==> src/rtl/hmmm_controller.sv <==
// hmmm_controller: multicycle control FSM for the 4-bit HMMM-style processor.
// Fetches a 10-bit instruction into IR, decodes it, then drives the
// datapath strobes (PC, register file, ALU, write-back mux) for one cycle.
module hmmm_controller #(
    parameter int PC_WIDTH = 8
) (
    input  logic                clk,
    input  logic                reset,
    input  logic                run,
    input  logic [9:0]          instr,
    input  logic                imem_ready,
    input  logic [PC_WIDTH-1:0] pc,
    input  logic                rd1_zero,
    output logic                imem_req,
    output logic                pc_en,
    output logic                pc_load,
    output logic [PC_WIDTH-1:0] jump_target,
    output logic [1:0]          ra1,
    output logic [1:0]          ra2,
    output logic [1:0]          wa3,
    output logic                we3,
    output logic                wd_sel,
    output logic [3:0]          imm,
    output logic                alu_sub,
    output logic                halted,
    output logic                illegal
);

    localparam logic [2:0] S_IDLE   = 3'd0;
    localparam logic [2:0] S_FETCH  = 3'd1;
    localparam logic [2:0] S_DECODE = 3'd2;
    localparam logic [2:0] S_EXEC   = 3'd3;
    localparam logic [2:0] S_HALT   = 3'd4;

    localparam logic [3:0] OP_NOP   = 4'b0000;
    localparam logic [3:0] OP_HALT  = 4'b0001;
    localparam logic [3:0] OP_SETN  = 4'b0010;
    localparam logic [3:0] OP_ADD   = 4'b0011;
    localparam logic [3:0] OP_SUB   = 4'b0100;
    localparam logic [3:0] OP_JUMPN = 4'b0101;
    localparam logic [3:0] OP_JEQZN = 4'b0110;
    localparam logic [3:0] OP_JNEZN = 4'b0111;

    logic [2:0]          state;
    logic [2:0]          state_next;
    logic [9:0]          ir;
    logic [3:0]          op;
    logic                illegal_q;
    logic [PC_WIDTH-1:0] target_q;

    assign op = ir[9:6];

    // The PC was already incremented during FETCH, so the branch base is pc-1.
    // The 4-bit offset is signed; the sum wraps modulo 2^PC_WIDTH.
    function automatic logic [PC_WIDTH-1:0] branch_target(
        input logic [PC_WIDTH-1:0] pc_now,
        input logic [3:0]          offset
    );
        logic signed [PC_WIDTH-1:0] offset_ext;
        offset_ext = {{(PC_WIDTH-4){offset[3]}}, offset};
        return pc_now - PC_WIDTH'(1) + $unsigned(offset_ext);
    endfunction

    // Register-file addressing comes straight from IR; conditional branches
    // read the tested register rX through port 1.
    always_comb begin
        ra1 = ir[3:2];
        if (op == OP_JEQZN || op == OP_JNEZN)
            ra1 = ir[5:4];
    end

    assign ra2         = ir[1:0];
    assign wa3         = ir[5:4];
    assign imm         = ir[3:0];
    assign jump_target = target_q;
    assign illegal     = illegal_q;
    assign halted      = (state == S_HALT);

    // Next-state logic for the fetch/decode/execute sequence.
    always_comb begin
        state_next = state;
        case (state)
            S_IDLE:   if (run) state_next = S_FETCH;
            S_FETCH:  if (imem_ready) state_next = S_DECODE;
            S_DECODE: begin
                if (op == OP_HALT || op[3])
                    state_next = S_HALT;
                else
                    state_next = S_EXEC;
            end
            S_EXEC:   state_next = S_FETCH;
            S_HALT:   state_next = S_HALT;
            default:  state_next = S_IDLE;
        endcase
    end

    // Single-cycle strobes; reset suppresses every strobe in its own cycle.
    always_comb begin
        imem_req = 1'b0;
        pc_en    = 1'b0;
        pc_load  = 1'b0;
        we3      = 1'b0;
        wd_sel   = 1'b0;
        alu_sub  = 1'b0;
        if (!reset) begin
            case (state)
                S_FETCH: begin
                    imem_req = 1'b1;
                    pc_en    = imem_ready;
                end
                S_EXEC: begin
                    case (op)
                        OP_SETN: begin
                            we3    = 1'b1;
                            wd_sel = 1'b1;
                        end
                        OP_ADD:  we3 = 1'b1;
                        OP_SUB: begin
                            we3     = 1'b1;
                            alu_sub = 1'b1;
                        end
                        OP_JUMPN: begin
                            pc_en   = 1'b1;
                            pc_load = 1'b1;
                        end
                        OP_JEQZN: begin
                            pc_en   = rd1_zero;
                            pc_load = rd1_zero;
                        end
                        OP_JNEZN: begin
                            pc_en   = !rd1_zero;
                            pc_load = !rd1_zero;
                        end
                        OP_NOP:  ;
                        default: ;
                    endcase
                end
                default: ;
            endcase
        end
    end

    // State, IR capture, jump target (registered in DECODE) and sticky illegal flag.
    always_ff @(posedge clk) begin
        if (reset) begin
            state     <= S_IDLE;
            ir        <= '0;
            target_q  <= '0;
            illegal_q <= 1'b0;
        end else begin
            state <= state_next;
            if (state == S_FETCH && imem_ready)
                ir <= instr;
            if (state == S_DECODE) begin
                if (op[3])
                    illegal_q <= 1'b1;
                if (op == OP_JUMPN)
                    target_q <= PC_WIDTH'(ir[5:0]);
                else if (op == OP_JEQZN || op == OP_JNEZN)
                    target_q <= branch_target(pc, ir[3:0]);
            end
        end
    end

endmodule

==> config.mk <==
export PLATFORM = sky130hd
export DESIGN_NAME = hmmm_controller
export DESIGN_NICKNAME = d
export VERILOG_FILES = /design/src/rtl/hmmm_controller.sv
export SDC_FILE = /design/constraint.sdc
export NUM_CORES = 1
export LEC_CHECK = 0
export BUFFER_PORTS_ARGS = -buffer_cell sky130_fd_sc_hd__buf_2
export CORE_MARGIN = 1
export CORE_UTILIZATION = 25
export CTS_BUF_LIST = sky130_fd_sc_hd__clkbuf_16
export DETAILED_ROUTE_END_ITERATION = 7
export PLACE_DENSITY = 0.41
export SLEW_MARGIN = 10
export SYNTH_ARGS = -nofsm -noshare
export SYNTH_HDL_FRONTEND = slang
export SYNTH_SLANG_ARGS = --single-unit
==> constraint.sdc <==
create_clock -name clk -period 2.55 [get_ports clk]
set_clock_uncertainty 0.15 [all_clocks]
set_input_delay 0.255 -clock clk [delete_from_list [all_inputs] [get_ports clk]]
set_output_delay 0.255 -clock clk [all_outputs]
set_load 0.05 [all_outputs]
==> flow_summary.json, run 1 <==
{
  "synth_top_area_frac": 0.293,
  "worst_pin_slew_ns": 0.667,
  "wire_per_inst_microns": 12.1,
  "post_cts_buffers": 0,
  "crit_family": "adder cells",
  "fp.dieW_microns": 79.5,
  "cts_buffers": 3,
  "synth_common_cells": "29 x nand2_1, 26 x inv_1, 23 x a21oi_1",
  "dr.pass1.iters": 4,
  "fmax_mhz": 425,
  "end_kind": "flip-flop",
  "tritoncts": "done",
  "synth.area.top_cells": "dfxtp_1 29%, ha_1 11%, a21oi_1 7.7%, nand2_1 7.2%, inv_1 6.5%",
  "synth_area_per_cell_sq_um": 7.59,
  "peakVddDrop_v": 0.000372,
  "synth_top_cell_by_area": "dfxtp_1",
  "max_slew_margin": 0.553,
  "gp_congestion": 0.722,
  "cts-resized-gates": 0,
  "outcome": "complete, no violations",
  "antenna_found_initial": 0,
  "track_usage": 0.125,
  "synth_warnings": 0,
  "diodes": 0,
  "pwr-share-comb": 0.292,
  "worst-path-buf-inv": 2,
  "critPathMaxFanout": 4,
  "maxCapViolCount": 0,
  "post-route-util": 0.326,
  "fin_crit_sh": 0.923,
  "synth-edff-count": 0,
  "finalHoldViolCount": 0,
  "ys_seq_area_frac": 0.293,
  "ys_types": 38,
  "max_stage_delay_ns": 0.44,
  "syn2layout_area_growth_pct": 22.4,
  "yosys.cell_count.top_type": "nand2_1",
  "cts_root_buf": "clkbuf_16",
  "dp_hpwl_mm": 2.91,
  "cts_buffer_depth": 2,
  "io_buffer_count": 48,
  "hp-class": "primary input to flip-flop",
  "fill_cells": 628,
  "overflow": 0,
  "grt_max_degree": 25,
  "finalPower_mw": 1.00,
  "crit_type": "flip-flop to flip-flop",
  "synthFlopType": "dfxtp_1",
  "swShare": 0.319,
  "clkTransAtPathRegs_ns": 0.06,
  "viasPerCell": 4.35,
  "cp-start-kind": "flip-flop",
  "die_y_microns": 79.5,
  "seq_power_share": 0.382,
  "critPathRequiredTime_ns": 2.58,
  "core_sq_um": 5640,
  "p_int_mw": 0.682,
  "path_cells": "inv_1 -> ha_1 -> inv_1 -> ha_1 -> fa_1 -> a21o_1 -> a21oi_1 -> xnor2_1 -> a21oi_1 -> nor3_1",
  "ios": 49,
  "cp_slowest_cell": "fa_1",
  "p_per_area_nw_per_um2": 545,
  "synth_nets": 235,
  "wl_mm": 3.70,
  "drv_slew": 0,
  "cts_num_sinks": 22,
  "setup_viol": 0,
  "first_iter_violations": 79,
  "layout-drive-gt1-share": 0.255,
  "clock_latency_ns": 0.25,
  "holdBufCountCts": 0,
  "grt_first_pass_wirelength_mm": 6.07,
  "cts_max_level": 1,
  "route.vias.total": 1334,
  "ys_ff_latch": 22,
  "setup_tns_ns": 0,
  "final_area_sq_um": 1840,
  "period_needed_ns": 2.35,
  "die_area_sq_um": 6330,
  "p_leak_nw": 0.854,
  "syn_inst": 198,
  "syn_area_sq_um": 1500,
  "rows": 27,
  "start_util": 0.266,
  "cp.arrival_ns": 2.38,
  "postRouteAntennaNets": 0,
  "final_nets": 274,
  "drc": 0,
  "place_area_sq_um": 1760,
  "synth-async-reset-ratio": 0,
  "first_global_vias": 1255,
  "p_switching_mw": 0.319,
  "p_clk_frac": 0.327,
  "rsz0062_at_grt": "no"
}
-- flip-flops by register name, summed over array words and instances (netlist names) --
signal       flops
state            3
illegal          1
jump_target      8
ir              10
-- cell usage in the layout, fill, tap and decap left out, types with 3 or more instances in the layout --
cell and instances:
buf_2 48, inv_1 26, ha_1 13, xnor2_1 6, o21ai_0 6, a21oi_1 23
clkbuf_16 3, buf_4 4, nor3_1 4, nand4b_1 3, nor2_1 13, dfxtp_1 22
nand2_1 29, a211oi_1 3
-- logic make-up (layout without fill, tap and decap cells) --
logic type / Yosys count / in the layout / share of synthesized area
DFF: 22 / 22 / 0.293
and+or+nand+nor: 63 / 63 / 0.209
xor gates and xnor gates: 8 / 8 / 0.0466
AOI/OAI and AO/OA: 46 / 46 / 0.185
muxes: 1 / 1 / 0.00666
adders and majority gates: 14 / 14 / 0.122
buffers and inverters: 44 / 81 / 0.138
-- area by class of cell --
class / instances / area, sq um / share of cell area
multi-input cells: 132 / 866 / 0.471
clock buffers: 3 / 75.1 / 0.0408
well taps: 72 / 90.1 / 0.0490
flip-flops and latches: 22 / 440 / 0.239
repair buffers: 52 / 270 / 0.147
inverters: 26 / 97.6 / 0.0531
-- power by group through the flow --
stage | Sequential (mW) | Combinational [mW] | Clock (mW)
after floorplan | 0.377 | 0.242 | 0
after global placement | 0.390 | 0.296 | 0
after detailed placement | 0.390 | 0.293 | 0
after CTS | 0.382 | 0.295 | 0.339
after global routing | 0.386 | 0.331 | 0.353
final | 0.382 | 0.292 | 0.327
-- worst paths after layout --
check	startpoint	endpoint	cells past startpoint	slack (ns)
setup / recovery	ir[1]	jump_target[5]	10	0.20
hold / removal	instr[4]	ir[4]	3	0.09
setup reg to reg	ir[1]	jump_target[5]	10	0.20
hold reg to reg	jump_target[0]	jump_target[0]	2	0.31
-- worst reg2reg max path, cell delays in order (launching register included) --
cell,delay [ns]
dfxtp_1,0.37
inv_1,0.07
ha_1,0.27
inv_1,0.04
ha_1,0.23
fa_1,0.44
a21o_1,0.18
a21oi_1,0.16
xnor2_1,0.14
a21oi_1,0.08
nor3_1,0.17
-- per-layer routing --
layer,GRT usage,up-vias,wire (microns)
met3,0.0434,2,279
met1,0.179,569,1940
met4,0.0218,0,14
met5,0,-,0
li1,-,726,-
met2,0.178,37,1470
-- stage by stage --
step | std cells | worst slack [ns] | hold WS (ns)
detailed placement | 304 | 0.164 | 0.310
global route | 307 | 0.0179 | 0.0959
global placement | 304 | 0.202 | 0.303
floorplan | 198 | 0.295 | 0.241
finish | 307 | 0.195 | 0.0903
CTS | 307 | 0.142 | 0.0845
Power figures use the tool's default switching activity.
==> inputs of run 2 (changes only) <==
--- a/config.mk
+++ b/config.mk
@@ -10,7 +10,7 @@
 export CORE_UTILIZATION = 25
 export CTS_BUF_LIST = sky130_fd_sc_hd__clkbuf_16
 export DETAILED_ROUTE_END_ITERATION = 7
-export PLACE_DENSITY = 0.41
+export PLACE_DENSITY_LB_ADDON = 0.1
 export SLEW_MARGIN = 10
 export SYNTH_ARGS = -nofsm -noshare
 export SYNTH_HDL_FRONTEND = slang
==> flow_summary.json, run 2 (same netlist as run 1, synthesis figures left out) <==
{
  "outcome": "complete, no violations",
  "fp.dieW_microns": 79.5,
  "critPathRequiredTime_ns": 2.54,
  "hp-class": "primary input to flip-flop",
  "final_nets": 274,
  "post_cts_buffers": 0,
  "layout-drive-gt1-share": 0.254,
  "final_cell_mix": "48 x buf_2, 29 x nand2_1, 26 x inv_1",
  "rsz0062_at_grt": "no",
  "critPathMaxFanout": 4,
  "syn2layout_area_growth_pct": 22.5,
  "fmax_mhz": 426,
  "finalPower_mw": 1.01,
  "maxCapViolCount": 0,
  "holdBufCountCts": 0,
  "clkTransAtPathRegs_ns": 0.06,
  "end_kind": "flip-flop",
  "clock_latency_ns": 0.25,
  "die_area_sq_um": 6330,
  "r2r_end": "jump_target[7]",
  "first_global_vias": 1256,
  "cts_buffers": 3,
  "dr.pass1.iters": 4,
  "dp_hpwl_mm": 2.85,
  "route.vias.total": 1339,
  "rows": 27,
  "wire_per_inst_microns": 11.8,
  "regToRegStartpoint": "ir[1]",
  "crit_family": "adder cells",
  "r2r_setup_slack_ns": 0.20,
  "cts_num_sinks": 22,
  "largest_register_ffs": 10,
  "fin_crit_sh": 0.920,
  "finalHoldViolCount": 0,
  "cts_buffer_depth": 2,
  "fin_ws_ns": 0.204,
  "drv_slew": 0,
  "p_leak_nw": 0.854,
  "dp.cells": 304,
  "final_common_cell": "buf_2",
  "max_stage_delay_ns": 0.38,
  "seq_power_share": 0.379,
  "ios": 49,
  "setup_viol": 0,
  "cts_root_buf": "clkbuf_16",
  "tritoncts": "done",
  "core_sq_um": 5640,
  "antenna_found_initial": 0,
  "fin_cells": 308,
  "worst_hold_path.num_cells": 3,
  "cts_max_level": 1,
  "cts-resized-gates": 0,
  "viasPerCell": 4.35,
  "fill_cells": 644,
  "postRouteAntennaNets": 0,
  "top_register": "ir",
  "worst-path-buf-inv": 2,
  "pwr-share-comb": 0.292,
  "crit_type": "flip-flop to flip-flop",
  "reg2regPathDepth": 10,
  "peakVddDrop_v": 0.000265,
  "period_needed_ns": 2.35,
  "hold_end": "ir[6]",
  "drc": 0,
  "p_clk_frac": 0.329,
  "diodes": 0,
  "cp_slowest_cell": "fa_2",
  "path_cells": "inv_1 -> ha_1 -> inv_1 -> ha_1 -> fa_2 -> a211oi_1 -> o21bai_1 -> a21oi_1 -> xnor2_1 -> o21ai_0",
  "track_usage": 0.126,
  "start_util": 0.266,
  "first_iter_violations": 48,
  "wl_mm": 3.64,
  "min_from": "instr[6]",
  "grt_max_degree": 26,
  "io_buffer_count": 48,
  "gp_congestion": 0.720,
  "p_int_mw": 0.685,
  "cp-start-kind": "flip-flop",
  "swShare": 0.319,
  "place_ws_ns": 0.137,
  "grt_first_pass_wirelength_mm": 6.22,
  "die_y_microns": 79.5,
  "p_switching_mw": 0.321,
  "worst_pin_slew_ns": 0.529,
  "overflow": 0,
  "max_slew_margin": 0.647,
  "p_per_area_nw_per_um2": 547,
  "setup_tns_ns": 0,
  "cp.arrival_ns": 2.34
}
==> run 2: changes by cell type in the layout (fill, tap and decap cells not counted), sizes merged <==
cell    delta
clkinv     +1
==> run 2: cell type report <==
type,instances,area [sq um],share of cell area
Tap cell,72,90.1,0.0489
Multi-Input combinational cell,132,863,0.469
Sequential cell,22,440,0.239
Clock buffer,3,75.1,0.0408
Inverter,26,97.6,0.0530
Clock inverter,1,3.75,0.00204
Timing Repair Buffer,52,270,0.147
==> run 2: power groups by stage <==
stage / Combinational, mW / Clock, mW / Sequential, mW
5_1_grt: 0.334 / 0.365 / 0.385
6_report: 0.294 / 0.331 / 0.381
4_1_cts: 0.296 / 0.344 / 0.381
2_1_floorplan: 0.242 / 0 / 0.377
3_5_place_dp: 0.294 / 0 / 0.389
3_3_place_gp: 0.298 / 0 / 0.390
==> run 2: worst max path at each step <==
stage / from / cells past startpoint / to
detailed placement: ir[1] / 10 / jump_target[7]
finish: ir[1] / 10 / jump_target[7]
floorplan: ir[1] / 10 / jump_target[7]
global route: ir[1] / 10 / jump_target[7]
CTS: ir[1] / 10 / jump_target[7]
global placement: ir[1] / 10 / jump_target[7]
==> run 2: layer usage <==
metal  routed length, microns  vias to the layer above  GRT usage
met3                      254                        2     0.0457
li1                         -                      726          -
met1                     1900                      581      0.179
met5                        0                        -          0
met4                       23                        0     0.0218
met2                     1460                       30      0.179
==> run 2: worst register-to-register path: cells and delay by family (launching register included) <==
family,cells,cell delay [ns]
compound gates,4,0.61
xor+xnor,1,0.13
fa+ha+maj,3,0.89
buf+inv,2,0.11
flops,1,0.35
==> run 2: through the flow <==
stage          area, sq um  hold WS, ns  utilization
2_1_floorplan         1510        0.241            -
3_3_place_gp          1760        0.307        0.312
3_5_place_dp          1760        0.306        0.312
4_1_cts               1840       0.0827        0.326
5_1_grt               1840       0.0864        0.326
6_report              1840       0.0877        0.326
